--- src/rtl/sa_ctrl.sv ---
// Systolic-array job controller: sequences the weight load, start/end pulses,
// X source indexing and result-row strobes for one job of N input vectors.
module sa_ctrl #(
  parameter int unsigned S     = 64,
  parameter int unsigned CNT_W = 8
) (
  input  logic               I_CLK,
  input  logic               I_RST_N,
  input  logic               I_JOB_VLD,
  output logic               O_JOB_RDY,
  input  logic [CNT_W-1:0]   I_JOB_LEN,
  output logic               O_W_LOAD,
  input  logic               I_W_RDY,
  output logic               O_SA_START,
  output logic               O_SA_END,
  input  logic               I_SA_SHIFT,
  output logic [CNT_W+7:0]   O_X_IDX,
  output logic               O_X_ZERO,
  output logic               O_Y_VLD,
  output logic [CNT_W-1:0]   O_Y_IDX,
  input  logic               I_ABORT,
  output logic               O_BUSY,
  output logic               O_DONE
);

  localparam int unsigned KW = CNT_W + 8;

  typedef enum logic [2:0] {
    ST_IDLE,
    ST_WLOAD,
    ST_START,
    ST_RUN,
    ST_END,
    ST_DONE
  } state_t;

  state_t           state_q;
  logic [KW-1:0]    k_q;
  logic [CNT_W-1:0] n_q;
  logic             aborted_q;

  logic [KW-1:0]    k_inc;
  logic [KW-1:0]    k_last;
  logic             row_hit;
  logic [CNT_W-1:0] y_row;

  // Shift-count arithmetic: next K, final K (S+N-1) and the result row it maps to.
  always_comb begin
    k_inc   = k_q + KW'(1);
    k_last  = KW'(S) + KW'(n_q) - KW'(1);
    row_hit = (k_inc >= KW'(S)) && (k_inc <= k_last);
    y_row   = CNT_W'(k_inc - KW'(S));
  end

  // Job FSM with registered pulse outputs, shift counter and latched job length.
  always_ff @(posedge I_CLK or negedge I_RST_N) begin
    if (!I_RST_N) begin
      state_q    <= ST_IDLE;
      k_q        <= '0;
      n_q        <= '0;
      aborted_q  <= 1'b0;
      O_W_LOAD   <= 1'b0;
      O_SA_START <= 1'b0;
      O_SA_END   <= 1'b0;
      O_Y_VLD    <= 1'b0;
      O_Y_IDX    <= '0;
      O_DONE     <= 1'b0;
    end else begin
      O_W_LOAD   <= 1'b0;
      O_SA_START <= 1'b0;
      O_SA_END   <= 1'b0;
      O_Y_VLD    <= 1'b0;
      O_DONE     <= 1'b0;
      case (state_q)
        ST_IDLE: begin
          if (I_JOB_VLD) begin
            n_q       <= I_JOB_LEN;
            k_q       <= '0;
            aborted_q <= 1'b0;
            if (I_JOB_LEN == '0) begin
              state_q <= ST_DONE;
              O_DONE  <= 1'b1;
            end else begin
              state_q  <= ST_WLOAD;
              O_W_LOAD <= 1'b1;
            end
          end
        end
        ST_WLOAD: begin
          // Weight ready seen alongside the load request is stale; wait one more cycle.
          if (I_ABORT) begin
            state_q <= ST_IDLE;
          end else if (I_W_RDY && !O_W_LOAD) begin
            state_q    <= ST_START;
            O_SA_START <= 1'b1;
          end
        end
        ST_START: begin
          if (I_ABORT) begin
            state_q   <= ST_END;
            O_SA_END  <= 1'b1;
            aborted_q <= 1'b1;
          end else begin
            state_q <= ST_RUN;
          end
        end
        ST_RUN: begin
          if (I_ABORT) begin
            state_q   <= ST_END;
            O_SA_END  <= 1'b1;
            aborted_q <= 1'b1;
          end else if (I_SA_SHIFT) begin
            k_q <= k_inc;
            if (row_hit) begin
              O_Y_VLD <= 1'b1;
              O_Y_IDX <= y_row;
            end
            if (k_inc == k_last) begin
              state_q  <= ST_END;
              O_SA_END <= 1'b1;
            end
          end
        end
        ST_END: begin
          if (aborted_q) begin
            state_q <= ST_IDLE;
          end else begin
            state_q <= ST_DONE;
            O_DONE  <= 1'b1;
          end
        end
        ST_DONE: begin
          state_q <= ST_IDLE;
        end
        default: begin
          state_q <= ST_IDLE;
        end
      endcase
    end
  end

  // State decodes and X source controls derived from registered state, K and N.
  always_comb begin
    O_JOB_RDY = (state_q == ST_IDLE);
    O_BUSY    = (state_q != ST_IDLE);
    O_X_IDX   = k_q;
    O_X_ZERO  = (k_q >= KW'(n_q));
  end

endmodule
--- config.mk ---
export PLATFORM = sky130hd
export DESIGN_NAME = sa_ctrl
export DESIGN_NICKNAME = d
export VERILOG_FILES = /design/src/rtl/sa_ctrl.sv
export SDC_FILE = /design/constraint.sdc
export NUM_CORES = 1
export LEC_CHECK = 0
export CORE_ASPECT_RATIO = 0.75
export CORE_MARGIN = 10
export CORE_UTILIZATION = 45
export CTS_CLUSTER_DIAMETER = 50
export DETAILED_ROUTE_END_ITERATION = 7
export GPL_TIMING_DRIVEN = 0
export PLACE_DENSITY = 0.77
export SYNTH_ARGS = -nofsm -noshare
export SYNTH_HDL_FRONTEND = slang
export SYNTH_SLANG_ARGS = --single-unit
--- constraint.sdc ---
create_clock -name I_CLK -period 3.4 [get_ports I_CLK]
set_clock_uncertainty 0.1 [all_clocks]
set_input_delay 0.51 -clock I_CLK [delete_from_list [all_inputs] [get_ports I_CLK]]
set_output_delay 0.51 -clock I_CLK [all_outputs]
set_load 0.01 [all_outputs]
---- After elaboration in Yosys (flattened, before gate mapping) ----
Index checks and enable logic that the tools add are counted.
Widths: inputs -> output; s select.
word-level totals
  register bits ........................... 41
  bits of input ports ..................... 14
  output and inout bits ................... 32
  logic and storage cells ................. 80
operators by class
  add/subtract/negate cells ............... 4
  magnitude comparators ................... 3
  equal/unequal tests ..................... 12
  multiplexer cells ....................... 36
  bitwise gates (word level) .............. 1
  reductions and logical operators ........ 14
operator list
  operator               number
  $mux 16                3
  $pmux 16 s2            1
  $mux 3                 9
  $mux 1                 19
  $add 16x1->16 const B  1
  $eq 16x16->1           1
  $ge 16x7->1 const B    1
  $ge 16x8->1            1
  $le 16x16->1           1
  $pmux 3 s5             1
  $reduce_and 4->1       3
  $sub 9x1->10 const B   1
  $add 7x8->9 const A    1
  $ne 3x3->1 const B     3
  $logic_not 8->1        1
  $sub 8x7->8 const B    1
  $eq 3x2->1 const B     2
  $ne 2x2->1 const B     3
  $pmux 1 s2             3
  $reduce_bool 2->1      2
  $eq 3x1->1 const B     1
  $eq 3x3->1 const B     1
  $logic_not 3->1        1
  $reduce_and 3->1       1
  7 further kinds        8

---- Longest topological paths before layout ----
  depth after elaboration ................. 8
  mapped depth ............................ 16
  mapped depth without buffers ............ 14

---- Worst setup path after synthesis ----
OpenSTA, ideal clock, no wires.
  kind .................................... register to register
  start point ............................. register k_q[0], in the netlist O_X_IDX[0]
  end point ............................... register O_Y_IDX[0]
  setup time .............................. 0.125 ns
  arrival ................................. 2.965 ns
  required time ........................... 3.175 ns
  setup slack ............................. 0.210 ns
  stages on the path, launching flop included .. 16
  buffers on the path ..................... 2
  clock period less this slack ............ 3.190 ns
  cell sequence ........................... dfrtp_1 ha_1 buf_6 inv_1 nor2_1 nand2_1 xor2_1 inv_1 ha_1 a21oi_1 nand2_1 a211oi_1 o21ai_0 or3_1 buf_6 mux2_4
between the ends
  longest elaborated chain between the ends .. 4
  elaborated cells on any way between the ends .. 6
  classes of those cells .................. 2 x add/sub; 2 x order compare; 2 x reduce/logical
ends and longest elaborated chain
  what                                                RTL line  source
  start, declared                                     38        logic [KW-1:0] k_q;
  start signal, assigned                              113       k_q <= k_inc;
  $add 16x1->16 *                                     49        k_inc = k_q + KW'(1);
  $ge 16x7->1 / $le 16x16->1 (equally long branches)  51        row_hit = (k_inc >= KW'(S)) && (k_inc <= k_last);
  $logic_and 1x1->1                                   51
  $reduce_and 4->1 (no source line)                   n/a
  end signal, assigned                                116       O_Y_IDX <= y_row;
  end, declared                                       20        output logic [CNT_W-1:0] O_Y_IDX,
Mark *: on every way between the ends. The rest lies on a longest branch, timed or not.
A chain may end at the register's enable or synchronous reset.

---- Final worst setup path ----
  start point ............................. register k_q[1], in the netlist O_X_IDX[1]
  end point ............................... register O_Y_IDX[7]
The elaborated chain is that of the path after synthesis.

==> impl_metrics.ini <==
[setup_path]
critical_path_class = reg2reg
critPathRequiredTime_ps = 3490
cp_cell_sequence = ha_1 > buf_6 > nand4_4 > nor2_2 > nand2_1 > xnor2_1 > ha_1 > nand4_1 > nor2_1 > nand2_1 > nand2_1 > o21ai_1 > or3_1 > buf_6 > mux2_4
end_kind = register
path_buf_inv = 2
critPathMaxFanout = 8
crit_family = simple AND/OR/NAND/NOR gates
crit_top_cell = nand2_1
startpoint_type = register
arrival_ps = 3360
max_stage_delay_ps = 430
slowest_stage = dfrtp_2

[clocking]
clk_pin_slew_ps = 90
cts_buffer_depth = 2
htreeDepth = 2
clockRootBuffer = clkbuf_8
numCtsBuffers = 5
clock_sinks = 41
clock_latency_ps = 300
cts_tree = built

[power]
leakagePower_nw = 1.67
p_seq_frac = 0.357
peakVddDrop_mv = 0.196
p_int_w = 0.00118
power.switching_w = 0.000688
netSwitchingFraction = 0.368
power_density_nw_per_um2 = 530
p_clk_frac = 0.228
p_comb_frac = 0.416

[global_route]
antenna_found_initial = 0
grt_pass1_vias = 2293
grtUsageTotal = 0.150
grt_max_degree = 28
grt_pass1_wl_mm = 11.4
gr-total-overflow = 0

[finish]
drive_gt1_frac = 0.178
fill_cells = 466
layout.nets = 384
syn2layout_area_growth_pct = 29.9
antenna_cells = 0

[timing]
period_needed_ps = 3270
final_max_slew_viol_count = 0
setup_viol = 0
hold_viol = 0
slew_headroom = 0.490
finalCritPeriodShare = 0.963
final.setup.tns_ps = 0
fmax_mhz = 305
layout_setup_ws_ps = 125
worstMarginPinSlew_ps = 763

[synth]
synthCells = 285
yosys_register_bits = 41
synthSimpleGateAreaFrac = 0.182
synth_top_cell_area_share = 0.378
synth-compound-area-share = 0.144
synth_top_family_by_area = simple AND/OR/NAND/NOR gates
yosys.area.top_type = dfrtp_1
synth_area_um2 = 2710
synth_area_leaders = dfrtp_1 (38%), ha_1 (10%), o21ai_0 (4.4%), mux2_4 (4.4%), mux2_2 (3.7%)
ys_types = 47
synth.most_common_cell = dfrtp_1
async_flop_share = 1.00
synth_commonest_cells = dfrtp_1 (41), nand2_1 (27), o21ai_0 (24)
synthMuxAreaShare = 0.0853
synth_edf_count = 0
synth-main-ff-cell = dfrtp_1
seq_area_frac_synth = 0.378
synth_nets = 321
synth_warnings = 0
synth_xor_area_frac = 0.0549
syn_area_per_cell_um2 = 9.52
synth_adder_area_share = 0.101

[outcome]
status = complete, no violations

[floorplan]
die_x_um = 110
die_h_um = 87.3
initial_core_util = 0.466
io_pins = 46
core_area_um2 = 5830
fp.dieArea_um2 = 9570
rows = 24

[routing]
vias_per_cell = 5.67
wl_mm = 7.27
postRouteAntennaNets = 0
drc = 0
first_iter_violations = 172
num_vias = 2420
first_pass_iters = 5
wl_per_cell_um = 17.0

[placed_design]
gp_congestion = 0.873
dp_hpwl_mm = 5.24
port_buffers = 45
place_ws_ps = -271

[job]
maxCapViolCount = 0

[hold_path]
hp-class = in2async
==> power by group through the flow <==
| stage | clock [W] | combinational, W | sequential, W |
|---|---|---|---|
| 3_5_place_dp | 0 | 0.000717 | 0.000678 |
| 5_1_grt | 0.000449 | 0.000871 | 0.000679 |
| 4_1_cts | 0.000429 | 0.000744 | 0.000665 |
| 6_report | 0.000426 | 0.000777 | 0.000667 |
| 2_1_floorplan | 0 | 0.000492 | 0.000655 |
| 3_3_place_gp | 0 | 0.000689 | 0.000671 |
==> final cells by class <==
type	count	area, um^2	share of cell area
Buffer	13	92.6	0.0263
Clock inverter	2	37.5	0.0106
Inverter	15	56.3	0.0160
Tap cell	78	97.6	0.0277
Timing Repair Buffer	56	543	0.154
Clock buffer	6	82.6	0.0234
Multi-Input combinational cell	216	1590	0.450
Sequential cell	41	1030	0.292
==> cell families after synthesis <==
group / Yosys count
simple gates: 94
compound gates: 65
flops: 41
buf+inv: 28
fa+ha+maj: 22
mux: 18
xor+xnor: 17
==> cells in the final DEF (no fill, tap or decap), types with 2 or more instances in the layout <==
cell type and n:
clkbuf_8 6, and3_1 3, nand2_1 26, ha_1 21, o21ai_1 2, nor2_2 2
nand3_1 12, a22o_1 3, xor2_1 6, a21o_1 4, o32ai_1 2, nor2_1 17
clkdlybuf4s50_1 43, nor2b_1 2, mux2_2 9, inv_1 15, o31ai_1 6, mux2_4 8
nor3_1 4, a31oi_1 3, nand2b_1 3, nand2_2 2, a21oi_1 16, dfrtp_2 2
buf_6 5, o21ai_0 23, clkbuf_1 5, dfrtp_1 39, nand4_1 7, nor4_1 2
xnor2_1 10, or3_1 2, buf_4 11, buf_2 3
==> metrics by stage <==
step / std cells / hold slack, ps / total power (W) / cell area [um^2] / utilization
6_report: 427 / 12.5 / 0.00187 / 3530 / 0.605
5_1_grt: 427 / 32.9 / 0.00200 / 3530 / 0.605
4_1_cts: 420 / 20.7 / 0.00184 / 3430 / 0.590
3_5_place_dp: 409 / 348 / 0.00140 / 3280 / 0.563
3_3_place_gp: 408 / 396 / 0.00136 / 3260 / 0.560
2_1_floorplan: 285 / 114 / 0.00115 / 2710 / -
==> sequential cells by signal (all words and copies together), names as in the netlist <==
signal      cells
O_DONE          1
O_SA_END        1
O_SA_START      1
O_W_LOAD        1
O_X_IDX        16
O_Y_IDX         8
O_Y_VLD         1
aborted_q       1
n_q             8
state_q         3
==> what timing repair did <==
action / 4_1_cts / 5_1_grt
setup buffers: 3 / 7
hold buffers: 0 / 0
endpoints found under the setup margin: 9 / 9
gates resized for setup: 4 / 9
pin swaps: 0 / 2
==> worst paths after layout <==
path	slack, ps	endpoint	cells after the start	startpoint
worst max-delay path	130	O_Y_IDX[7]	15	O_X_IDX[1]
worst min-delay path	10	O_X_IDX[10]	1	I_RST_N
worst max register to register	130	O_Y_IDX[7]	15	O_X_IDX[1]
worst min register to register	420	O_Y_IDX[2]	1	O_Y_IDX[2]
max in group asynchronous	2720	n_q[4]	2	I_RST_N
min in group I_CLK	420	O_Y_IDX[2]	1	O_Y_IDX[2]
==> routing by layer <==
layer | part of all wire | vias to the layer above | track usage
met3 | 0.082 | 5 | 0.0429
met2 | 0.46 | 88 | 0.223
li1 | - | 1148 | -
met5 | 0 | - | 0
met1 | 0.45 | 1179 | 0.207
met4 | 0.0066 | 0 | 0.0366
(Power assumes the default switching activity.)
